`src/rtl/dispatch_queue.sv`:
```
// In-order dispatch FIFO between decode and NUM_UNITS reservation stations.
// Issues the head to its target unit and reports the taken RS tag one cycle later.
module dispatch_queue #(
  parameter int unsigned NUM_UNITS    = 8,
  parameter int unsigned RS_ID_WIDTH  = 5,
  parameter int unsigned DECODE_WIDTH = 64,
  parameter int unsigned DEPTH        = 4,
  parameter int unsigned STALL_WIDTH  = 16,
  localparam int unsigned UnitW       = $clog2(NUM_UNITS) + 1
) (
  input  logic                             clk,
  input  logic                             rst,
  input  logic                             flush,
  input  logic                             in_valid,
  output logic                             in_ready,
  input  logic [UnitW-1:0]                 in_unit,
  input  logic [4:0]                       in_flags,
  input  logic [DECODE_WIDTH-1:0]          in_decode,
  output logic [NUM_UNITS-1:0]             unit_valid,
  input  logic [NUM_UNITS-1:0]             unit_ready,
  input  logic [NUM_UNITS*RS_ID_WIDTH-1:0] unit_id,
  output logic [DECODE_WIDTH-1:0]          unit_decode,
  output logic                             disp_valid,
  output logic [RS_ID_WIDTH-1:0]           disp_id,
  output logic [4:0]                       disp_flags,
  output logic                             illegal,
  output logic [STALL_WIDTH-1:0]           stall_count
);

  localparam int unsigned PtrW = $clog2(DEPTH);
  localparam int unsigned CntW = PtrW + 1;

  logic [UnitW-1:0]        unit_mem   [DEPTH];
  logic [4:0]              flags_mem  [DEPTH];
  logic [DECODE_WIDTH-1:0] decode_mem [DEPTH];

  logic [PtrW-1:0]        rd_ptr_q, wr_ptr_q;
  logic [CntW-1:0]        count_q;
  logic                   disp_valid_q, illegal_q;
  logic [RS_ID_WIDTH-1:0] disp_id_q;
  logic [4:0]             disp_flags_q;
  logic [STALL_WIDTH-1:0] stall_q;

  logic                   empty, full, head_legal, ready_hit;
  logic                   push, pop, handshake, stall;
  logic [UnitW-1:0]       head_unit;
  logic [NUM_UNITS-1:0]   head_sel;
  logic [RS_ID_WIDTH-1:0] sel_id;

  assign empty      = (count_q == '0);
  assign full       = (count_q == CntW'(DEPTH));
  assign in_ready   = !full;
  assign head_unit  = unit_mem[rd_ptr_q];
  assign head_legal = (head_unit < UnitW'(NUM_UNITS));

  // Decode head target into a one-hot select and pick that unit's free RS tag.
  always_comb begin
    head_sel = '0;
    sel_id   = '0;
    for (int u = 0; u < NUM_UNITS; u++) begin
      if (head_unit == UnitW'(u)) begin
        head_sel[u] = 1'b1;
        sel_id      = unit_id[u*RS_ID_WIDTH +: RS_ID_WIDTH];
      end
    end
  end

  assign unit_valid  = (empty || flush) ? '0 : head_sel;
  assign unit_decode = decode_mem[rd_ptr_q];
  assign ready_hit   = |(head_sel & unit_ready);
  assign handshake   = |(unit_valid & unit_ready);
  // Illegal heads are dropped without waiting on any unit.
  assign pop         = handshake | (!empty & !flush & !head_legal);
  assign push        = in_valid & in_ready & !flush;
  assign stall       = !empty & head_legal & !flush & !ready_hit;

  always_ff @(posedge clk) begin
    if (push) begin
      unit_mem[wr_ptr_q]   <= in_unit;
      flags_mem[wr_ptr_q]  <= in_flags;
      decode_mem[wr_ptr_q] <= in_decode;
    end
  end

  always_ff @(posedge clk) begin
    if (rst || flush) begin
      rd_ptr_q <= '0;
      wr_ptr_q <= '0;
      count_q  <= '0;
    end else begin
      if (push) begin
        wr_ptr_q <= wr_ptr_q + PtrW'(1);
      end
      if (pop) begin
        rd_ptr_q <= rd_ptr_q + PtrW'(1);
      end
      unique case ({push, pop})
        2'b10:   count_q <= count_q + CntW'(1);
        2'b01:   count_q <= count_q - CntW'(1);
        default: count_q <= count_q;
      endcase
    end
  end

  always_ff @(posedge clk) begin
    if (rst) begin
      disp_valid_q <= 1'b0;
      disp_id_q    <= '0;
      disp_flags_q <= '0;
      illegal_q    <= 1'b0;
      stall_q      <= '0;
    end else begin
      disp_valid_q <= handshake;
      illegal_q    <= !empty & !flush & !head_legal;
      if (handshake) begin
        disp_id_q    <= sel_id;
        disp_flags_q <= flags_mem[rd_ptr_q];
      end
      if (stall && (stall_q != '1)) begin
        stall_q <= stall_q + STALL_WIDTH'(1);
      end
    end
  end

  assign disp_valid  = disp_valid_q;
  assign disp_id     = disp_id_q;
  assign disp_flags  = disp_flags_q;
  assign illegal     = illegal_q;
  assign stall_count = stall_q;

endmodule

```
`config.mk`:
```
export PLATFORM = sky130hd
export DESIGN_NAME = dispatch_queue
export DESIGN_NICKNAME = d
export VERILOG_FILES = /design/src/rtl/dispatch_queue.sv
export SDC_FILE = /design/constraint.sdc
export NUM_CORES = 1
export LEC_CHECK = 0
export BUFFER_PORTS_ARGS = -buffer_cell sky130_fd_sc_hd__buf_2
export CELL_PAD_IN_SITES_DETAIL_PLACEMENT = 1
export CELL_PAD_IN_SITES_GLOBAL_PLACEMENT = 1
export CORE_MARGIN = 5
export CORE_UTILIZATION = 40
export CTS_CLUSTER_DIAMETER = 150
export DETAILED_ROUTE_END_ITERATION = 12
export PLACE_DENSITY_LB_ADDON = 0.1
export SYNTH_ARGS = -nofsm -noshare
export SYNTH_HDL_FRONTEND = slang
export SYNTH_SLANG_ARGS = --single-unit
```
`constraint.sdc`:
```
create_clock -name clk -period 4.1 [get_ports clk]
set_input_delay 0.615 -clock clk [delete_from_list [all_inputs] [get_ports clk]]
set_output_delay 0.615 -clock clk [all_outputs]
set_load 0.01 [all_outputs]
```
==> run metrics, run 1 <==
pwr/cell area=454.3 mW/mm^2; worst-margin pin slew=1.010 ns; number of setup buffers added after CTS=0; leak pwr=5.299 nW; Final setup viols=0; hold buffer count at CTS=0; Inst Count DP=1270; Worst Setup Path Type=reg2out; CP Launch Type=flip-flop; internal power=0.005629 W; Hold Crit Class=in2reg; stages on the worst setup path=6; worst path bufs/invs=2; Syn Nets=799; Post-synth ARST share=0%; most common cell after layout, fill and taps aside=edfxtp_1; worst-path fanout max=60; final non-filler cell total=1337; Area growth, synth to finish=21.42%; die footprint=approximately 0.036 mm^2; Avg Cell Area, Syn=19.17 um^2; Final Skew=0.01069 ns; CP endpoint=unit_valid[6]; Slew HR=between 30% and 40%; Routed WL=28810 um; Post-DRT Antenna Nets=0; TNS Setup=0 ns; Overall Power=0.007051 W; Root Driver=clkbuf_16; RSZ-0062 raised after global routing=false; layout net count=1039; CP max stage delay=0.73 ns; clk slew on worst S/H paths=roughly 0.060 ns; EDFF count, synth=292; end of the worst register-to-register path=count_q[2]; max-slew violations=0; global-route wire length before repair=44970 um; Crit. End Element=output pin; Initial DRT Pass Iterations=4; Worst EP arrival=3.23 ns; number of antenna violations at the first check in global routing=7; IO buf count=225; initial core utilization=40.51%; gpl congestion=0.7795; Die Ht=188.8 um; Top FF cell, synth=edfxtp_1; WL/cell=21.55 um; Cells after Synth=667; Final period util=93.76%; Critical-path top delay cell=buf_4; H-tree Lvls=2; largest net degree at the start of global routing=61; status=complete, no violations; Hold Crit Depth=1; core area=0.03156 mm^2; most frequent cells in the layout=edfxtp_1, buf_2, mux4_2, clkbuf_16, dfxtp_1; Final Hold Vio Count=0; share of cells above drive strength 1=between 40% and 50%; Fmax=roughly 260 MHz; die span in x=188.8 um; fin crit period=3.844 ns; Synth Cell Area=0.01278 mm^2; worst path required time=3.48 ns; vias in the first global route=7909; VDD IR max=0.0003909 V; Seq pwr share=52.7%; FF-to-FF path depth=11; HPWL after DPL=just under 20000 um; clk sink count=329; post-synth cell types=51; # resized after CTS=0; R2R setup slack=0.59 ns; DRC viols=0; post-synthesis sequential area ratio=74.39%; Logic pwr share=4.5%; #FFs+latches synth=approximately 330; max-capacitance violation count=0; CTS Buf Count=37; Clock Path Buffers=3; Clk pwr share=between 40% and 50%; CP cell instances=buf_4 -> mux4_2 -> nor2_1 -> nand2_1 -> nor3b_1 -> buf_2; DR iter-0 viols=roughly 240; I/O pin count=226; # rows=65; largest delay contributor family on the critical path=buffers and inverters; total track usage=about 16%; CTS tree=built; synth warn=0; switch share=20.17%; via count=6957; Congestion Overflow GR=0; Via-to-Cell Ratio=5.203; clk_lat worst skew=between 0.5 and 0.6 ns; P_sw=0.001422 W
area by class of cell:
type | instances | area, um^2
fill | 2992 | 16030
sequential | 329 | 9517
multi-input combinational | 294 | 3099
timing repair buffer | 234 | 1244
clock buffer | 51 | 1008
tap | 402 | 503.0
clock inverter | 15 | 106.4
inverter | 11 | 41.29
antenna | 1 | 2.502
worst min path at each step:
stage,startpoint,to,slack [ns]
after floorplan,wr_ptr_q[1],wr_ptr_q[1],0.47
after CTS,in_decode[32],decode_mem[3][32],0.30
after global placement,disp_id[4],disp_id[4],0.45
after detailed placement,disp_id[4],disp_id[4],0.45
after global routing,in_decode[30],decode_mem[1][30],0.30
final,in_decode[55],decode_mem[0][55],0.32
power by group through the flow:
| stage | clock network (W) | registers, W | logic (W) |
|---|---|---|---|
| after floorplan | 0 | 0.00379 | 0.000155 |
| after global placement | 0 | 0.00378 | 0.000314 |
| after detailed placement | 0 | 0.00379 | 0.000326 |
| after CTS | 0.00311 | 0.00372 | 0.000327 |
| after global routing | 0.00326 | 0.00372 | 0.000351 |
| final | 0.00302 | 0.00372 | 0.000318 |
metrics by stage:
| step | util, % | hold slack, ns | area, um^2 | worst slack [ns] |
|---|---|---|---|---|
| after floorplan | - | 0.4692 | 12780 | 1.001 |
| after global placement | 45.65 | 0.4488 | 14400 | 0.7399 |
| after detailed placement | 45.65 | 0.4538 | 14400 | 0.5805 |
| after CTS | 49.18 | 0.2985 | 15520 | 0.1879 |
| after global routing | 49.19 | 0.2972 | 15520 | 0.05370 |
| final | 49.19 | 0.3215 | 15520 | 0.2557 |
cells by family (layout without fill, tap and decap cells):
| group | after synthesis | in the layout | share of synthesized area (%) |
|---|---|---|---|
| flops | 329 | 329 | 74.39 |
| simple gates | 119 | 119 | 4.718 |
| other cells | 0 | 1 | 0 |
| compound gates | 60 | 60 | 2.995 |
| xor+xnor | 7 | 7 | 0.4796 |
| fa+ha+maj | 7 | 7 | 0.7438 |
| buf+inv | 44 | 311 | 1.449 |
| mux | 101 | 101 | 15.23 |
cells in the mapped netlist (2+ instances only):
| cell | n | area [um^2] |
|---|---|---|
| nor2b_1 | 3 | 18.77 |
| and2_1 | 4 | 25.02 |
| nor2_1 | 26 | 97.59 |
| nand2_1 | 30 | 112.6 |
| dfxtp_1 | 37 | 740.7 |
| buf_2 | 4 | 20.02 |
| xor2_1 | 3 | 26.28 |
| mux4_2 | 73 | 1644 |
| a221oi_1 | 3 | 26.28 |
| clkbuf_1 | 17 | 63.81 |
| nor3b_1 | 5 | 37.54 |
| xnor2_1 | 4 | 35.03 |
| nand4_1 | 7 | 43.79 |
| or4_1 | 3 | 22.52 |
| or2_2 | 2 | 12.51 |
| edfxtp_1 | 292 | 8768 |
| nor4_1 | 3 | 18.77 |
| buf_6 | 2 | 22.52 |
| inv_1 | 11 | 41.29 |
| nand2b_1 | 3 | 18.77 |
| a21oi_1 | 25 | 125.1 |
| a32oi_1 | 2 | 17.52 |
| a211o_1 | 2 | 17.52 |
| nor3_1 | 7 | 35.03 |
| and4_1 | 2 | 17.52 |
| or3_1 | 10 | 62.56 |
| buf_1 | 10 | 37.54 |
| o21ai_0 | 12 | 60.06 |
| nand3_1 | 11 | 55.05 |
| mux2_2 | 13 | 146.4 |
| ha_1 | 6 | 75.07 |
| mux2i_1 | 13 | 130.1 |
| o22ai_1 | 4 | 25.02 |
registers in the layout (all words and copies together), names as in the netlist, named ones only:
signal	flops
count_q	3
disp_id	5
unit_mem	16
stall_count	16
rd_ptr_q	2
wr_ptr_q	2
flags_mem	20
illegal	1
disp_valid	1
disp_flags	5
decode_mem	256
routing by layer:
| metal | GRT usage (%) | vias to the layer above | share of wire (%) |
|---|---|---|---|
| met3 | 5.335 | 45 | 7.3 |
| met2 | 29.51 | 195 | 52 |
| met5 | 0 | - | 0.23 |
| met1 | 18.39 | 3513 | 40 |
| li1 | - | 3192 | - |
| met4 | 3.251 | 12 | 1.4 |
Power figures use the tool's default switching activity.
==> inputs of run 2 (changes only) <==
--- a/config.mk
+++ b/config.mk
@@ -5,6 +5,7 @@
 export SDC_FILE = /design/constraint.sdc
 export NUM_CORES = 1
 export LEC_CHECK = 0
+export ABC_AREA = 1
 export BUFFER_PORTS_ARGS = -buffer_cell sky130_fd_sc_hd__buf_2
 export CELL_PAD_IN_SITES_DETAIL_PLACEMENT = 1
 export CELL_PAD_IN_SITES_GLOBAL_PLACEMENT = 1
==> run 2 against run 1 <==
- clock power barely moved
- wire length rose by 20%
- sequential power barely moved
- first-iteration DRC count rose by 43%
- non-clock buffer count rose by 4
- synthesized cell count rose by 66%
- hold slack got worse by 0.0087 ns
==> run metrics, run 2 <==
CP cell instances=inv_4 -> buf_4 -> o21ai_0 -> o22ai_1 -> buf_2; Avg Cell Area, Syn=12.19 um^2 (-36%); post-synth cell types=37 (-27%); P_sw=0.001470 W (+3.4%); Clk pwr share=42.9% (about the same); top cells by count, synth=edfxtp_1, nor2_1, o21ai_0; Final Skew=0.01731 ns (+0.006619 ns); clk slew on worst S/H paths=0.05 ns (about the same); die span in x=193.8 um (+2.7%); VDD IR max=0.0003345 V (-14%); worst path bufs/invs=3 (+1); number of antenna violations at the first check in global routing=11 (+4); Die Ht=193.8 um (+2.7%); most frequent cell after synthesis=edfxtp_1; most common cell after layout, fill and taps aside=edfxtp_1; Via-to-Cell Ratio=5.130 (-1.4%); Synth Cell Area=0.01352 mm^2 (+5.7%); status=complete, no violations; largest delay contributor family on the critical path=buffers and inverters; worst path required time=3.48 ns (about the same); Inst Count DP=1739 (+37%); worst-margin pin slew=1.097 ns (+0.08731 ns); #FFs+latches synth=329 (unchanged); internal power=0.005619 W (-0.18%); CTS tree=built; Syn Nets=1241 (+55%); Area growth, synth to finish=20.09%; via count=9245 (+33%); Hold Crit Class=in2reg; most frequent cells in the layout=edfxtp_1, buf_2, nor2_1, o21ai_0, nand2_1; Worst Setup Path Type=reg2out; Biggest register=decode_mem; leak pwr=5.937 nW (+12%); DR iter-0 viols=345 (+43%); max reg flops=256 (unchanged); IO buf count=225 (unchanged); initial core utilization=40.41% (-0.097 points); Post-synth ARST share=0% (unchanged); Initial DRT Pass Iterations=4 (unchanged); switch share=20.74% (+0.57 points); TNS Setup=0 ns (unchanged); Routed WL=34470 um (+20%); # rows=67 (+3.1%); Final period util=84.85% (-8.9 points); # resized after CTS=0 (unchanged); Top FF cell, synth=edfxtp_1; post-synthesis sequential area ratio=70.34% (-4.0 points); Design Area, Final=0.01623 mm^2 (+4.6%); pwr/cell area=436.7 mW/mm^2 (-3.9%); clk_lat worst skew=0.51 ns (about the same); CTS Buf Count=38 (+2.7%); Slew HR=26.88% (-5.8 points); H-tree Lvls=2 (unchanged); EDFF count, synth=292 (unchanged); Fmax=287.4 MHz (+11%); largest net degree at the start of global routing=107 (+75%); utilization after layout=48.54% (-0.65 points); Final setup viols=0 (unchanged); WL/cell=19.13 um (-11%); ranking of synthesized cells by area=edfxtp_1, nor2_1, dfxtp_1, o21ai_0, o22ai_1; final non-filler cell total=1802 (+35%); Clock Path Buffers=3 (unchanged); worst-path fanout max=104 (+73%); I/O pin count=226 (unchanged); Crit. End Element=output pin; CP max stage delay=0.85 ns (+0.12 ns); Hold Slack=0.3128 ns (-0.008692 ns); RSZ-0062 raised after global routing=false; Multi-input gate area=0.003642 mm^2 (+18%); Cells after Synth=1109 (+66%); DRC viols=0 (unchanged); Synth area leader=edfxtp_1; Post-DRT Antenna Nets=0 (unchanged); Root Driver=clkbuf_16; Worst EP arrival=2.86 ns (-0.37 ns); Seq pwr share=52.5% (-0.2 points); Logic pwr share=4.6% (about the same); FILL cells=3529 (+18%); max-capacitance violation count=0 (unchanged); gpl congestion=0.8038 (+3.1%); hold buffer count at CTS=0 (unchanged); HPWL after DPL=22170 um (+15%); share of cells above drive strength 1=28.09% (-13 points); Congestion Overflow GR=0 (unchanged); max-slew violations=0 (unchanged); synth warn=0 (unchanged); layout net count=1463 (+41%); Final Hold Vio Count=0 (unchanged); total track usage=17.91% (+1.8 points); global-route wire length before repair=54540 um (+21%); sequential cell area=0.009514 mm^2 (about the same); vias in the first global route=9800 (+24%); Regs by FF count=decode_mem: 256 flops, flags_mem: 20 flops; core area=0.03345 mm^2 (+6.0%); die footprint=0.03757 mm^2 (+5.4%); Critical-path top delay cell=buf_4; CP Launch Type=flip-flop; placed cell areas=0.01512 mm^2 (+5.0%); number of setup buffers added after CTS=0 (unchanged); fin crit period=3.479 ns (-0.3653 ns); share of the synthesized area in the top cell type=64.86% (-3.7 points); clk sink count=329 (unchanged)
==> run 2: logic make-up after synthesis <==
logic type	Yosys count	synth area share, %
xor gates and xnor gates	14	0.9071
AOI/OAI and AO/OA	247	10.24
DFF	329	70.34
buffers and inverters	93	2.934
and+or+nand+nor	419	14.87
adders and majority gates	7	0.7034
==> run 2: final timing paths <==
path	depth (start not counted)	slack, ns	to	start
max	5	0.62	unit_decode[54]	flip-flop
min	1	0.31	decode_mem[2][55]	in_decode[55]
max reg2reg	19	0.93	count_q[2]	flip-flop
min reg2reg	1	0.48	count_q[2]	count_q[2]
==> run 2: final cells by class <==
class	instances	area share (%)
antenna	1	0.01541
clock buffer	48	6.220
clock inverter	14	0.6320
inverter	37	0.8709
multi-input combinational	687	22.44
sequential	329	58.61
tap	448	3.453
timing repair buffer	238	7.769
==> run 2: metrics by stage <==
stage	setup WS [ns]	total power [W]
after detailed placement	0.8934	0.004125
after floorplan	-0.3273	0.003946
after global placement	0.9807	0.004118
final	0.6211	0.007089
after CTS	0.5615	0.007190
after global routing	0.3956	0.007384
==> run 2: per-layer routing <==
metal  vias to the layer above  wire [um]  GRT usage [%]
li1                       4424          -              -
met1                      4521      14390          22.03
met2                       225      17060          31.27
met3                        57       2452          5.960
met4                        18        452          3.307
met5                         -        115              0
==> run 2: power groups by stage <==
stage | logic (W) | registers, W | clock network (W)
global route | 0.000365 | 0.00372 | 0.00330
floorplan | 0.000152 | 0.00379 | 0
global placement | 0.000329 | 0.00379 | 0
CTS | 0.000336 | 0.00372 | 0.00313
detailed placement | 0.000335 | 0.00379 | 0
finish | 0.000329 | 0.00372 | 0.00304
